File: config.mk
export PLATFORM = sky130hd
export DESIGN_NAME = mem_store_ctrl
export DESIGN_NICKNAME = d
export VERILOG_FILES = /design/src/rtl/mem_store_ctrl_pkg.sv /design/src/rtl/mem_store_ctrl_lane_gen.sv /design/src/rtl/mem_store_ctrl.sv
export SDC_FILE = /design/constraint.sdc
export NUM_CORES = 1
export LEC_CHECK = 0
export ABC_AREA = 1
export BUFFER_PORTS_ARGS = -buffer_cell sky130_fd_sc_hd__buf_2
export CAP_MARGIN = 10
export CORE_MARGIN = 2
export CORE_UTILIZATION = 25
export DETAILED_ROUTE_END_ITERATION = 16
export GPL_TIMING_DRIVEN = 0
export PLACE_DENSITY = 0.53
export SLEW_MARGIN = 20
export SYNTH_ARGS = -nofsm -noshare
export SYNTH_HDL_FRONTEND = slang
export SYNTH_SLANG_ARGS = --single-unit
File: constraint.sdc
create_clock -name clk -period 3.25 [get_ports clk]
set_clock_uncertainty 0.05 [all_clocks]
set_input_delay 0.65 -clock clk [delete_from_list [all_inputs] [get_ports clk]]
set_output_delay 0.65 -clock clk [all_outputs]
set_load 0.03 [all_outputs]
File: src/rtl/mem_store_ctrl_pkg.sv
// Shared types for the store path: data word, store size encoding and controller states.
package cpuDefine;

   typedef logic [31:0] DType;

   typedef enum logic [1:0] {
      SZ_B = 2'b00,
      SZ_H = 2'b01,
      SZ_W = 2'b10
   } st_size_e;

   typedef enum logic [1:0] {
      S_IDLE    = 2'b00,
      S_REQ     = 2'b01,
      S_WAIT_OK = 2'b10
   } state_e;

endpackage

File: src/rtl/mem_store_ctrl_lane_gen.sv
// Combinational byte-lane generation for stores: aligned address, strobes, replicated data
// and misalignment flag (only reported when ALIGN_CHECK_EN is defined).
module store_lane_gen
   import cpuDefine::*;
(
   input  logic [1:0]  size_i,
   input  DType        addr_i,
   input  DType        data_i,
   output DType        addr_o,
   output logic [3:0]  wstrb_o,
   output DType        wdata_o,
   output logic        misaligned_o
);

   logic mis_s;
   logic align_chk_s;

`ifdef ALIGN_CHECK_EN
   assign align_chk_s = 1'b1;
`else
   assign align_chk_s = 1'b0;
`endif

   assign addr_o       = {addr_i[31:2], 2'b00};
   assign misaligned_o = align_chk_s & mis_s;

   // Lane select and data replication; the illegal size falls back to word lanes.
   always_comb begin
      wstrb_o = 4'b1111;
      wdata_o = data_i;
      mis_s   = 1'b1;
      case (size_i)
         SZ_B: begin
            wstrb_o = 4'b0001 << addr_i[1:0];
            wdata_o = {4{data_i[7:0]}};
            mis_s   = 1'b0;
         end
         SZ_H: begin
            wstrb_o = 4'b0011 << {addr_i[1], 1'b0};
            wdata_o = {2{data_i[15:0]}};
            mis_s   = addr_i[0];
         end
         SZ_W: begin
            wstrb_o = 4'b1111;
            wdata_o = data_i;
            mis_s   = |addr_i[1:0];
         end
         default: begin
            wstrb_o = 4'b1111;
            wdata_o = data_i;
            mis_s   = 1'b1;
         end
      endcase
   end

endmodule

File: src/rtl/mem_store_ctrl.sv
// Store controller: accepts one pipeline store at a time and drives a req/addr_ok/data_ok SRAM port.
// Alignment exceptions (ale/ale_badv) are only raised when ALIGN_CHECK_EN is defined.
module mem_store_ctrl
   import cpuDefine::*;
(
   input  logic        clk,
   input  logic        rst_n,
   input  logic        st_valid,
   output logic        st_ready,
   input  logic [1:0]  st_size,
   input  logic [31:0] st_addr,
   input  DType        st_data,
   input  logic        flush,
   output logic        data_sram_req,
   output logic        data_sram_wr,
   output logic [31:0] data_sram_addr,
   output logic [3:0]  data_sram_wstrb,
   output logic [31:0] data_sram_wdata,
   input  logic        data_sram_addr_ok,
   input  logic        data_sram_data_ok,
   output logic        st_done,
   output logic        ale,
   output logic [31:0] ale_badv,
   output logic        busy
);

   state_e      state_q, state_d;
   logic [31:0] addr_q, addr_d;
   logic [3:0]  wstrb_q, wstrb_d;
   DType        wdata_q, wdata_d;
   logic        kill_q, kill_d;
   logic        ale_q, ale_d;
   logic [31:0] badv_q, badv_d;

   DType        lane_addr_s;
   logic [3:0]  lane_wstrb_s;
   DType        lane_wdata_s;
   logic        lane_mis_s;
   logic        accept_s;

   store_lane_gen u_lane (
      .size_i       (st_size),
      .addr_i       (st_addr),
      .data_i       (st_data),
      .addr_o       (lane_addr_s),
      .wstrb_o      (lane_wstrb_s),
      .wdata_o      (lane_wdata_s),
      .misaligned_o (lane_mis_s)
   );

   assign st_ready        = (state_q == S_IDLE) && !flush;
   assign accept_s        = st_valid && st_ready;
   assign data_sram_req   = (state_q == S_REQ);
   assign data_sram_wr    = 1'b1;
   assign data_sram_addr  = addr_q;
   assign data_sram_wstrb = wstrb_q;
   assign data_sram_wdata = wdata_q;
   assign ale             = ale_q;
   assign ale_badv        = badv_q;
   assign busy            = (state_q != S_IDLE);

   // Next-state logic; kill marks a store that was flushed after its address was taken.
   always_comb begin
      state_d = state_q;
      addr_d  = addr_q;
      wstrb_d = wstrb_q;
      wdata_d = wdata_q;
      kill_d  = kill_q;
      ale_d   = 1'b0;
      badv_d  = badv_q;
      st_done = 1'b0;
      case (state_q)
         S_IDLE: begin
            if (accept_s && lane_mis_s) begin
               ale_d  = 1'b1;
               badv_d = st_addr;
            end else if (accept_s) begin
               state_d = S_REQ;
               addr_d  = lane_addr_s;
               wstrb_d = lane_wstrb_s;
               wdata_d = lane_wdata_s;
               kill_d  = 1'b0;
            end else begin
               state_d = S_IDLE;
            end
         end
         S_REQ: begin
            if (data_sram_addr_ok && data_sram_data_ok) begin
               state_d = S_IDLE;
               st_done = !flush;
            end else if (data_sram_addr_ok) begin
               state_d = S_WAIT_OK;
               kill_d  = flush;
            end else if (flush) begin
               state_d = S_IDLE;
            end else begin
               state_d = S_REQ;
            end
         end
         S_WAIT_OK: begin
            if (data_sram_data_ok) begin
               state_d = S_IDLE;
               st_done = !(kill_q || flush);
            end else begin
               kill_d  = kill_q || flush;
            end
         end
         default: begin
            state_d = S_IDLE;
         end
      endcase
   end

   // State and datapath registers.
   always_ff @(posedge clk or negedge rst_n) begin
      if (!rst_n) begin
         state_q <= S_IDLE;
         addr_q  <= 32'h0000_0000;
         wstrb_q <= 4'b0000;
         wdata_q <= 32'h0000_0000;
         kill_q  <= 1'b0;
         ale_q   <= 1'b0;
         badv_q  <= 32'h0000_0000;
      end else begin
         state_q <= state_d;
         addr_q  <= addr_d;
         wstrb_q <= wstrb_d;
         wdata_q <= wdata_d;
         kill_q  <= kill_d;
         ale_q   <= ale_d;
         badv_q  <= badv_d;
      end
   end

endmodule

==> flow_summary.yaml, run 1 <==
outcome:
  status: "finished, final reports clean"
worst_setup_path:
  timing.rr.start: "state_q[0]"
  worstSetupEndpoint: "st_done"
  reg2reg_depth: 7
  setup.worst_path.end_class: "output pin"
  ordered_cell_list_for_the_critical_path: "inv_1 -> ha_1 -> nand4_1 -> a21oi_1 -> buf_2"
  critical_path.max_fanout: 6
  worst_r2r_endpoint: "data_sram_addr[28]"
  startpoint: "state_q[1]"
  crit_path_start_kind: "flip-flop"
  ff2ff_setup_slack_ns: 1.57
  crit_required_ns: 2.55
  timing.setup.critical_path_class: "flip-flop to output pin"
  critical_path_max_stage_delay_ns: 0.40
  worst_path_max_delay_cell: "dfrtp_1"
  critical_path_arrival_ns: 1.56
detailed_routing:
  detailedRoute.firstPassIterationCount: 6
  route.final.wire_length_um: 9810
  postRouteAntennaNets: 0
  drtIter0Drc: 149
  average_wire_per_standard_cell_um: 12.3
  via_per_inst: 4.06
  routed-via-count: 3233
  route.detailed.drc: 0
placed_design:
  numPlacedInstances: 780
  pre_cts_ws_ns: 1.21
  gp_congestion: 0.836
  port_bufs: 141
  dp_hpwl_um: 7560
timing:
  unrepaired_setup_endpoints_after_global_routing: "no"
  timing.fmax_mhz: 442
  finalWorstSetupSlack_ns: 0.987
  tns_ns: 0
  timing.final.crit_period_ns: 2.26
  hold_slack_ns: 0.216
  hold_viol_final: 0
  layout_worst_path_cycle_share_pct: 69.6
  final-max-slew-violation-count: 0
  finalSetupViolations: 0
synthesis:
  number_of_storage_elements_in_the_synthesis_netlist: 69
  yosysMostFrequentCell: "nand2_1"
  synthDominantAreaCellType: "dfrtp_1"
  synth.top_cells.by_area: "dfrtp_1, nand2_1, buf_4"
  syn-instance-count: 428
  synthDistinctLibCells: 20
  syn_area_per_cell_um2: 7.91
  synth.yosys.warnings: 0
  synth-edff-count: 0
  synthDominantCellAreaShare_pct: 51.0
  yosysSeqAreaShare_pct: 51.0
  ys_dominant_reg_cell: "dfrtp_1"
  ys_async_sr_fraction_pct: 100
  post_synth_most_frequent_cells: "nand2_1, dfrtp_1, buf_4"
  syn_area_um2: 3380
cts:
  htree_levels: 3
  clkSlewWorstSetupHoldPaths_ns: 0.06
  number_of_buffers_added_by_the_clock_tree_synthesis_step: 9
  post-cts-setup-buffers: 0
  cts_root_buffer: "clkbuf_16"
  hold_fix_buffer_count_after_cts: 0
  cts.repair.resized: 0
  worstSkewPairLatency_ns: 0.34
  clock_tree_from_tritoncts: "built"
  cts-root-to-sink-buffers: 2
  clock_sink_count: 69
pwr:
  p_leak_nw: 2.85
  worst_voltage_drop_across_the_vdd_grid_mv: 0.261
  p_per_area_nw_per_um2: 677
global_route:
  number_of_global_route_vias_before_repair: 3043
  grt_antenna_before_repair: 0
  grt-ovfl-total: 0
  grt_max_degree: 36
  first_pass_grt_wire_length_um: 15500
  gr-usage-all-layers_pct: 14.1
floorplan:
  initial_utilization_pct: 25.6
  die-area_um2: 14500
  chipHeight_um: 120
  io_pins: 178
  placementRows: 42
  die_width_um: 120
  core_area_um2: 13200
cells_and_area:
  insertedDiodeCount: 0
  share_of_cells_above_drive_strength_1_pct: 35.2
  post_layout_nets: 691
  area_growth_syn_to_layout_pct: 42.1
  post-route-util_pct: 36.3
  finalNonFillerCells: 796
min_path:
  min-delay-path-class: "input port to asynchronous set/reset pin"
run:
  cap_violations: 0
per-layer routing:
layer	track usage, %	vias to the layer above	share of wire [%]
li1	-	1617	-
met1	18.3	1495	45
met2	22.7	108	47
met3	2.74	13	5.9
met4	6.54	0	2.1
met5	0	-	0
how the worst min path moves through the flow:
stage                       start                   to  slack (ns)  cells after the start
3_5_place_dp   data_sram_addr[27]   data_sram_addr[27]        0.41                      2
5_1_grt                     rst_n   data_sram_wdata[5]        0.25                      1
2_1_floorplan               rst_n   data_sram_addr[10]        0.30                      0
3_3_place_gp   data_sram_addr[15]   data_sram_addr[15]        0.41                      2
4_1_cts                     rst_n  data_sram_wdata[21]        0.23                      1
6_report                    rst_n   data_sram_wdata[5]        0.22                      1
power by group:
group | leakage [nW] | internal [mW] | total, mW | switching [mW]
Combinational | 1.83 | 0.293 | 0.990 | 0.697
Sequential | 0.860 | 1.03 | 1.12 | 0.0894
Clock | 0.165 | 0.768 | 1.14 | 0.376
worst max-delay path, delay by kind of cell, from the launching register on:
family                     cells  cell delay (ns)
DFF                            1             0.40
buffers and inverters          2             0.31
adders and majority gates      1             0.25
AOI/OAI and AO/OA              1             0.15
and+or+nand+nor                1             0.11
final cells by class:
| type | instances | area [µm²] |
|---|---|---|
| Tap cell | 176 | 220 |
| Buffer | 52 | 384 |
| Timing Repair Buffer | 142 | 728 |
| Fill cell | 1420 | 8430 |
| Clock inverter | 6 | 110 |
| Clock buffer | 10 | 239 |
| Sequential cell | 69 | 1730 |
| Multi-Input combinational cell | 327 | 1350 |
| Inverter | 14 | 52.6 |
sequential cells by signal, indices dropped and copies added (netlist names):
| register | count |
|---|---|
| data_sram_addr | 30 |
| data_sram_wdata | 32 |
| data_sram_wstrb | 4 |
| kill_q | 1 |
| state_q | 2 |
layout by cell type, fill, tap and decap left out, types with 2 or more instances in the layout:
cell type,count
nor2_4,2
buf_6,3
clkinvlp_4,2
inv_2,4
nand2_1,231
nand3_1,10
a21oi_1,3
buf_4,43
dfrtp_1,69
bufinv_16,3
nor2_1,22
inv_1,10
buf_2,147
ha_1,4
clkbuf_16,9
o21ai_0,6
o31ai_1,8
conb_1,36
kinds of logic (layout without fill, tap and decap cells):
group,count (synthesis),in the layout,synth area share [%]
other,2,36,0.222
AOI/OAI and AO/OA,20,20,3.70
adders and majority gates,4,4,1.48
and+or+nand+nor,267,267,30.7
DFF,69,69,51.0
buffers and inverters,66,224,12.9
per-stage QoR:
stage / power [mW] / instance area [µm²]
6_report: 3.25 / 4810
5_1_grt: 3.44 / 4810
4_1_cts: 3.31 / 4810
3_5_place_dp: 2.14 / 4460
3_3_place_gp: 2.12 / 4440
2_1_floorplan: 1.80 / 3510
Power figures use the tool's default switching activity.
==> run 2, diff against run 1 <==
ABC_AREA = 0   (was 1)
PLACE_DENSITY = 0.52   (was 0.53)
clock period = 2.18 ns   (was 3.25 ns; I/O delays follow)
==> flow_summary.yaml, run 2 <==
outcome:
  status: "finished, final reports clean"
timing:
  unrepaired_setup_endpoints_after_global_routing: "no"
  layout_worst_path_cycle_share_pct: 93.6
  tns_ns: 0
  timing.fmax_mhz: 490
  finalSetupViolations: 0
  timing.final.crit_period_ns: 2.04
  tightestPinTransition_ns: 0.621
  hold_viol_final: 0
  final-max-slew-violation-count: 0
  hold_slack_ns: 0.0162
  worst_slew_margin_rel_pct: 58.5
synthesis:
  combinational_family_with_the_most_area_after_synthesis: "multiplexers"
  synthXorXnorAreaFrac_pct: 0
  syn_area_per_cell_um2: 12.1
  yosysSeqAreaShare_pct: 50.5
  post_synth_and_or_nand_nor_area_fraction_pct: 5.68
  ys_async_sr_fraction_pct: 100
  synth.yosys.warnings: 0
  syn-instance-count: 283
  synth-edff-count: 0
  synthDistinctLibCells: 27
  synth.top_cells.by_area: "dfrtp_1, mux2_2, mux2_4"
  post_synth_most_frequent_cells: "dfrtp_1, buf_4, nand2_1"
  complex_gate_fraction_of_the_synthesized_area_pct: 6.34
  synthDominantCellAreaShare_pct: 50.5
  syn_area_um2: 3420
  ys_dominant_reg_cell: "dfrtp_1"
  yosysMostFrequentCell: "dfrtp_1"
  synth_fa_ha_area_share_pct: 1.47
  number_of_storage_elements_in_the_synthesis_netlist: 69
  synth.area.mux_share_pct: 24.7
  synthDominantAreaCellType: "dfrtp_1"
cts:
  clkSlewWorstSetupHoldPaths_ns: 0.06
  cts_root_buffer: "clkbuf_16"
  cts-root-to-sink-buffers: 2
  clock_tree_from_tritoncts: "built"
  htree_levels: 3
  worstSkewPairLatency_ns: 0.34
  hold_fix_buffer_count_after_cts: 0
  number_of_buffers_added_by_the_clock_tree_synthesis_step: 9
  clock_sink_count: 69
placed_design:
  dp_hpwl_um: 7220
  port_bufs: 141
  gp_congestion: 0.674
  dpl_cell_area_um2: 4500
worst_setup_path:
  critical_path_max_stage_delay_ns: 0.42
  timing.setup.critical_path_class: "flip-flop to output pin"
  reg2reg_depth: 6
  ordered_cell_list_for_the_critical_path: "inv_1 -> ha_2 -> a22oi_1 -> nor3_2 -> buf_2"
  worst_path_max_delay_cell: "dfrtp_1"
  crit_path_start_kind: "flip-flop"
  critical_path.max_fanout: 7
  critical_path_arrival_ns: 1.55
  setup.worst_path.end_class: "output pin"
  crit_required_ns: 1.69
cells_and_area:
  largest_register_ffs: 32
  area_of_all_placed_cells_without_fillers_um2: 4810
  post_layout_nets: 546
  insertedDiodeCount: 0
  mostFrequentLayoutCells: "buf_2, dfrtp_1, buf_4, conb_1, nand2_1"
  share_of_cells_above_drive_strength_1_pct: 53.9
  mostFrequentLayoutCell: "buf_2"
  n_fill_cell: 1336
  area_growth_syn_to_layout_pct: 40.8
detailed_routing:
  route.detailed.drc: 0
  postRouteAntennaNets: 0
  via_per_inst: 4.02
  average_wire_per_standard_cell_um: 14.7
  drtIter0Drc: 75
  detailedRoute.firstPassIterationCount: 4
  route.final.wire_length_um: 9580
  routed-via-count: 2620
floorplan:
  core_area_um2: 13300
  initial_utilization_pct: 25.7
  chipHeight_um: 121
  die_width_um: 121
  io_pins: 178
  die-area_um2: 14600
  placementRows: 42
min_path:
  min-delay-path-class: "input port to asynchronous set/reset pin"
global_route:
  gr-usage-all-layers_pct: 13.4
  grt-ovfl-total: 0
  grt_max_degree: 36
  first_pass_grt_wire_length_um: 14500
  grt_antenna_before_repair: 0
  number_of_global_route_vias_before_repair: 2654
pwr:
  worst_voltage_drop_across_the_vdd_grid_mv: 0.439
  report.power.total_mw: 4.76
  p_leak_nw: 2.57
  p_per_area_nw_per_um2: 990
run:
  cap_violations: 0
## run 2: power breakdown
group | internal (mW) | switching, mW
sequential | 1.55 | 0.134
clock | 0.995 | 0.542
combinational | 0.554 | 0.991
## run 2: final timing paths
path / start / end / slack [ns]
worst max-delay path: state_q[0] / st_done / 0.14
worst min-delay path: rst_n / data_sram_addr[2] / 0.02
worst max register to register: state_q[0] / data_sram_addr[17] / 0.41
worst min register to register: data_sram_wdata[21] / data_sram_wdata[21] / 0.43
max in group asynchronous: rst_n / data_sram_addr[17] / 1.50
min in group clk: data_sram_data_ok / state_q[1] / 0.26
## run 2: what timing repair did
action                     4_1_cts  5_1_grt
setup buffers                    0        0
resized for setup                0        2
setup endpoints to repair        0        1
hold endpoints to repair         0        0
## run 2: kinds of logic (layout without fill, tap and decap cells)
| kind of cell | count (synthesis) | in the layout |
|---|---|---|
| mux | 71 | 71 |
| flops | 69 | 69 |
| buf+inv | 55 | 213 |
| simple gates | 42 | 42 |
| compound gates | 40 | 40 |
| fa+ha+maj | 4 | 4 |
| other cells | 2 | 36 |
## run 2: stage by stage
stage,instances,util (%),setup WS [ns]
after floorplan,317,-,0.214
after global placement,634,33.7,0.160
after detailed placement,635,33.8,0.407
after CTS,651,36.1,0.0773
after global routing,651,36.2,0.0192
final,651,36.2,0.140
## run 2: cell type report
| type | instances | area (µm²) | share of cell area [%] |
|---|---|---|---|
| repair buffers | 142 | 728 | 15.1 |
| inverters | 6 | 22.5 | 0.468 |
| well taps | 176 | 220 | 4.58 |
| plain buffers | 49 | 354 | 7.36 |
| flip-flops and latches | 69 | 1730 | 35.9 |
| clock inverters | 5 | 75.1 | 1.56 |
| multi-input cells | 193 | 1450 | 30.2 |
| clock buffers | 11 | 233 | 4.84 |
## run 2: critical path: cells and delay by family (launching register included)
family                     cells  cell delay (ns)
AOI/OAI and AO/OA              1             0.10
adders and majority gates      1             0.24
buffers and inverters          2             0.31
DFF                            1             0.42
and+or+nand+nor                1             0.14
## run 2: routing by layer
layer	GRT usage (%)	routed length, µm	vias up
met5	0	0	-
li1	-	-	1265
met3	5.26	905	10
met1	16.4	4100	1226
met4	5.67	155	0
met2	21.0	4420	119
==> run 3, diff against run 2 <==
SETUP_SLACK_MARGIN = 0.5   (was unset)
==> flow_summary.yaml, run 3 (synthesis gave the netlist of run 2 again) <==
outcome:
  status: "finished, final reports clean"
cells_and_area:
  area_growth_syn_to_layout_pct: 50.4
  insertedDiodeCount: 0
  share_of_cells_above_drive_strength_1_pct: 57.4
  mostFrequentLayoutCells: "buf_2, dfrtp_1, buf_4, conb_1, nand2_1"
  final-seq-area_um2: 1730
  finalNonFillerCells: 667
  n_fill_cell: 1318
  post_layout_nets: 562
  largest_register_ffs: 32
  multi_input_comb_area_um2: 1520
  mostFrequentLayoutCell: "buf_2"
cts:
  clock_sink_count: 69
  cts_root_buffer: "clkbuf_16"
  htree_levels: 3
  clock_tree_from_tritoncts: "built"
  clkSlewWorstSetupHoldPaths_ns: 0.06
  number_of_buffers_added_by_the_clock_tree_synthesis_step: 9
  cts-root-to-sink-buffers: 2
  worstSkewPairLatency_ns: 0.33
timing:
  timing.fmax_mhz: 518
  unrepaired_setup_endpoints_after_global_routing: "yes"
  hold_viol_final: 0
  tightestPinTransition_ns: 0.597
  finalSetupViolations: 0
  timing.final.crit_period_ns: 1.93
  final-max-slew-violation-count: 0
  tns_ns: 0
  finalWorstSetupSlack_ns: 0.250
  layout_worst_path_cycle_share_pct: 88.5
  worst_slew_margin_rel_pct: 60.2
  hold_slack_ns: 0.283
floorplan:
  chipHeight_um: 121
  placementRows: 42
  initial_utilization_pct: 25.7
  io_pins: 178
  die-area_um2: 14600
  die_width_um: 121
  core_area_um2: 13300
global_route:
  gr-usage-all-layers_pct: 13.5
  grt_most_used_layer: "met2"
  met3_usage_pct: 6.91
  first_pass_grt_wire_length_um: 14600
  grt_use_met2_pct: 20.9
  grt-ovfl-total: 0
  grt_max_degree: 39
  number_of_global_route_vias_before_repair: 2679
  grtUsageMet1_pct: 16.3
  grt_antenna_before_repair: 0
worst_setup_path:
  timing.setup.critical_path_class: "flip-flop to output pin"
  critical_path_max_stage_delay_ns: 0.38
  crit_family: "flip-flops"
  worst_path_max_delay_cell: "dfrtp_1"
  crit_required_ns: 1.69
  cp_num_buf_inv: 2
  crit_path_start_kind: "flip-flop"
  setup.worst_path.end_class: "output pin"
  critical_path.max_fanout: 2
  critical_path_arrival_ns: 1.44
  ordered_cell_list_for_the_critical_path: "inv_2 -> ha_4 -> nand2_4 -> nor3_4 -> buf_6"
placed_design:
  gp_congestion: 0.706
  port_bufs: 141
  numPlacedInstances: 635
  dp_hpwl_um: 7220
  pre_cts_ws_ns: 0.363
pwr:
  p_per_area_nw_per_um2: 942
  p_leak_nw: 2.72
  worst_voltage_drop_across_the_vdd_grid_mv: 0.631
  report.power.total_mw: 4.84
detailed_routing:
  drtIter0Drc: 61
  routed-via-count: 2714
  detailedRoute.firstPassIterationCount: 4
  average_wire_per_standard_cell_um: 14.9
  via_per_inst: 4.07
  route.final.wire_length_um: 9960
  route.detailed.drc: 0
  postRouteAntennaNets: 0
run:
  cap_violations: 0
min_path:
  min-delay-path-class: "input port to flip-flop"
run 3: path summary, 6_finish.rpt:
check,depth (start not counted),slack [ns],endpoint,start
worst max-delay path,5,0.25,st_done,state_q[0]
worst min-delay path,2,0.28,data_sram_addr[26],st_addr[26]
worst max register to register,7,0.41,kill_q,state_q[0]
worst min register to register,2,0.42,data_sram_wdata[14],data_sram_wdata[14]
max in group asynchronous,3,0.98,data_sram_addr[17],rst_n
min in group asynchronous,2,0.53,data_sram_wdata[1],rst_n
run 3: layout make-up:
cell class,instances,share of cell area [%]
sequential,69,33.6
multi-input combinational,193,29.6
timing repair buffer,158,18.3
buffer,49,7.69
clock buffer,13,5.26
tap,176,4.29
clock inverter,3,0.828
inverter,6,0.487
run 3: per-stage QoR:
| stage | instance area, µm² | util, % |
|---|---|---|
| 2_1_floorplan | 3570 | - |
| 3_3_place_gp | 4500 | 33.9 |
| 3_5_place_dp | 4520 | 34.0 |
| 4_1_cts | 4930 | 37.1 |
| 5_1_grt | 5140 | 38.7 |
| 6_report | 5140 | 38.7 |
run 3: layer usage:
metal / wire length [µm] / vias to the layer above
met2: 4580 / 132
met1: 4220 / 1266
met5: 0 / -
li1: - / 1305
met3: 1030 / 11
met4: 121 / 0
run 3: worst register-to-register path, delay by kind of cell (launching register included):
kind | cells | cell delay [ns]
muxes | 1 | 0.32
AOI/OAI and AO/OA | 2 | 0.40
buffers and inverters | 3 | 0.36
adders and majority gates | 1 | 0.15
DFF | 1 | 0.38
run 3: repair_timing:
action,CTS,global route
pin swaps,1,5
setup buffers,5,7
endpoints found under the hold margin,18,0
cloned,0,3
resized for setup,12,30
hold buffers,1,0
setup endpoints to repair,65,41
run 3: power by group:
group	total [mW]	switching (mW)	internal (mW)
clock	1.52	0.542	0.977
sequential	1.68	0.133	1.55
combinational	1.64	1.02	0.622
total	4.84	1.69	3.15
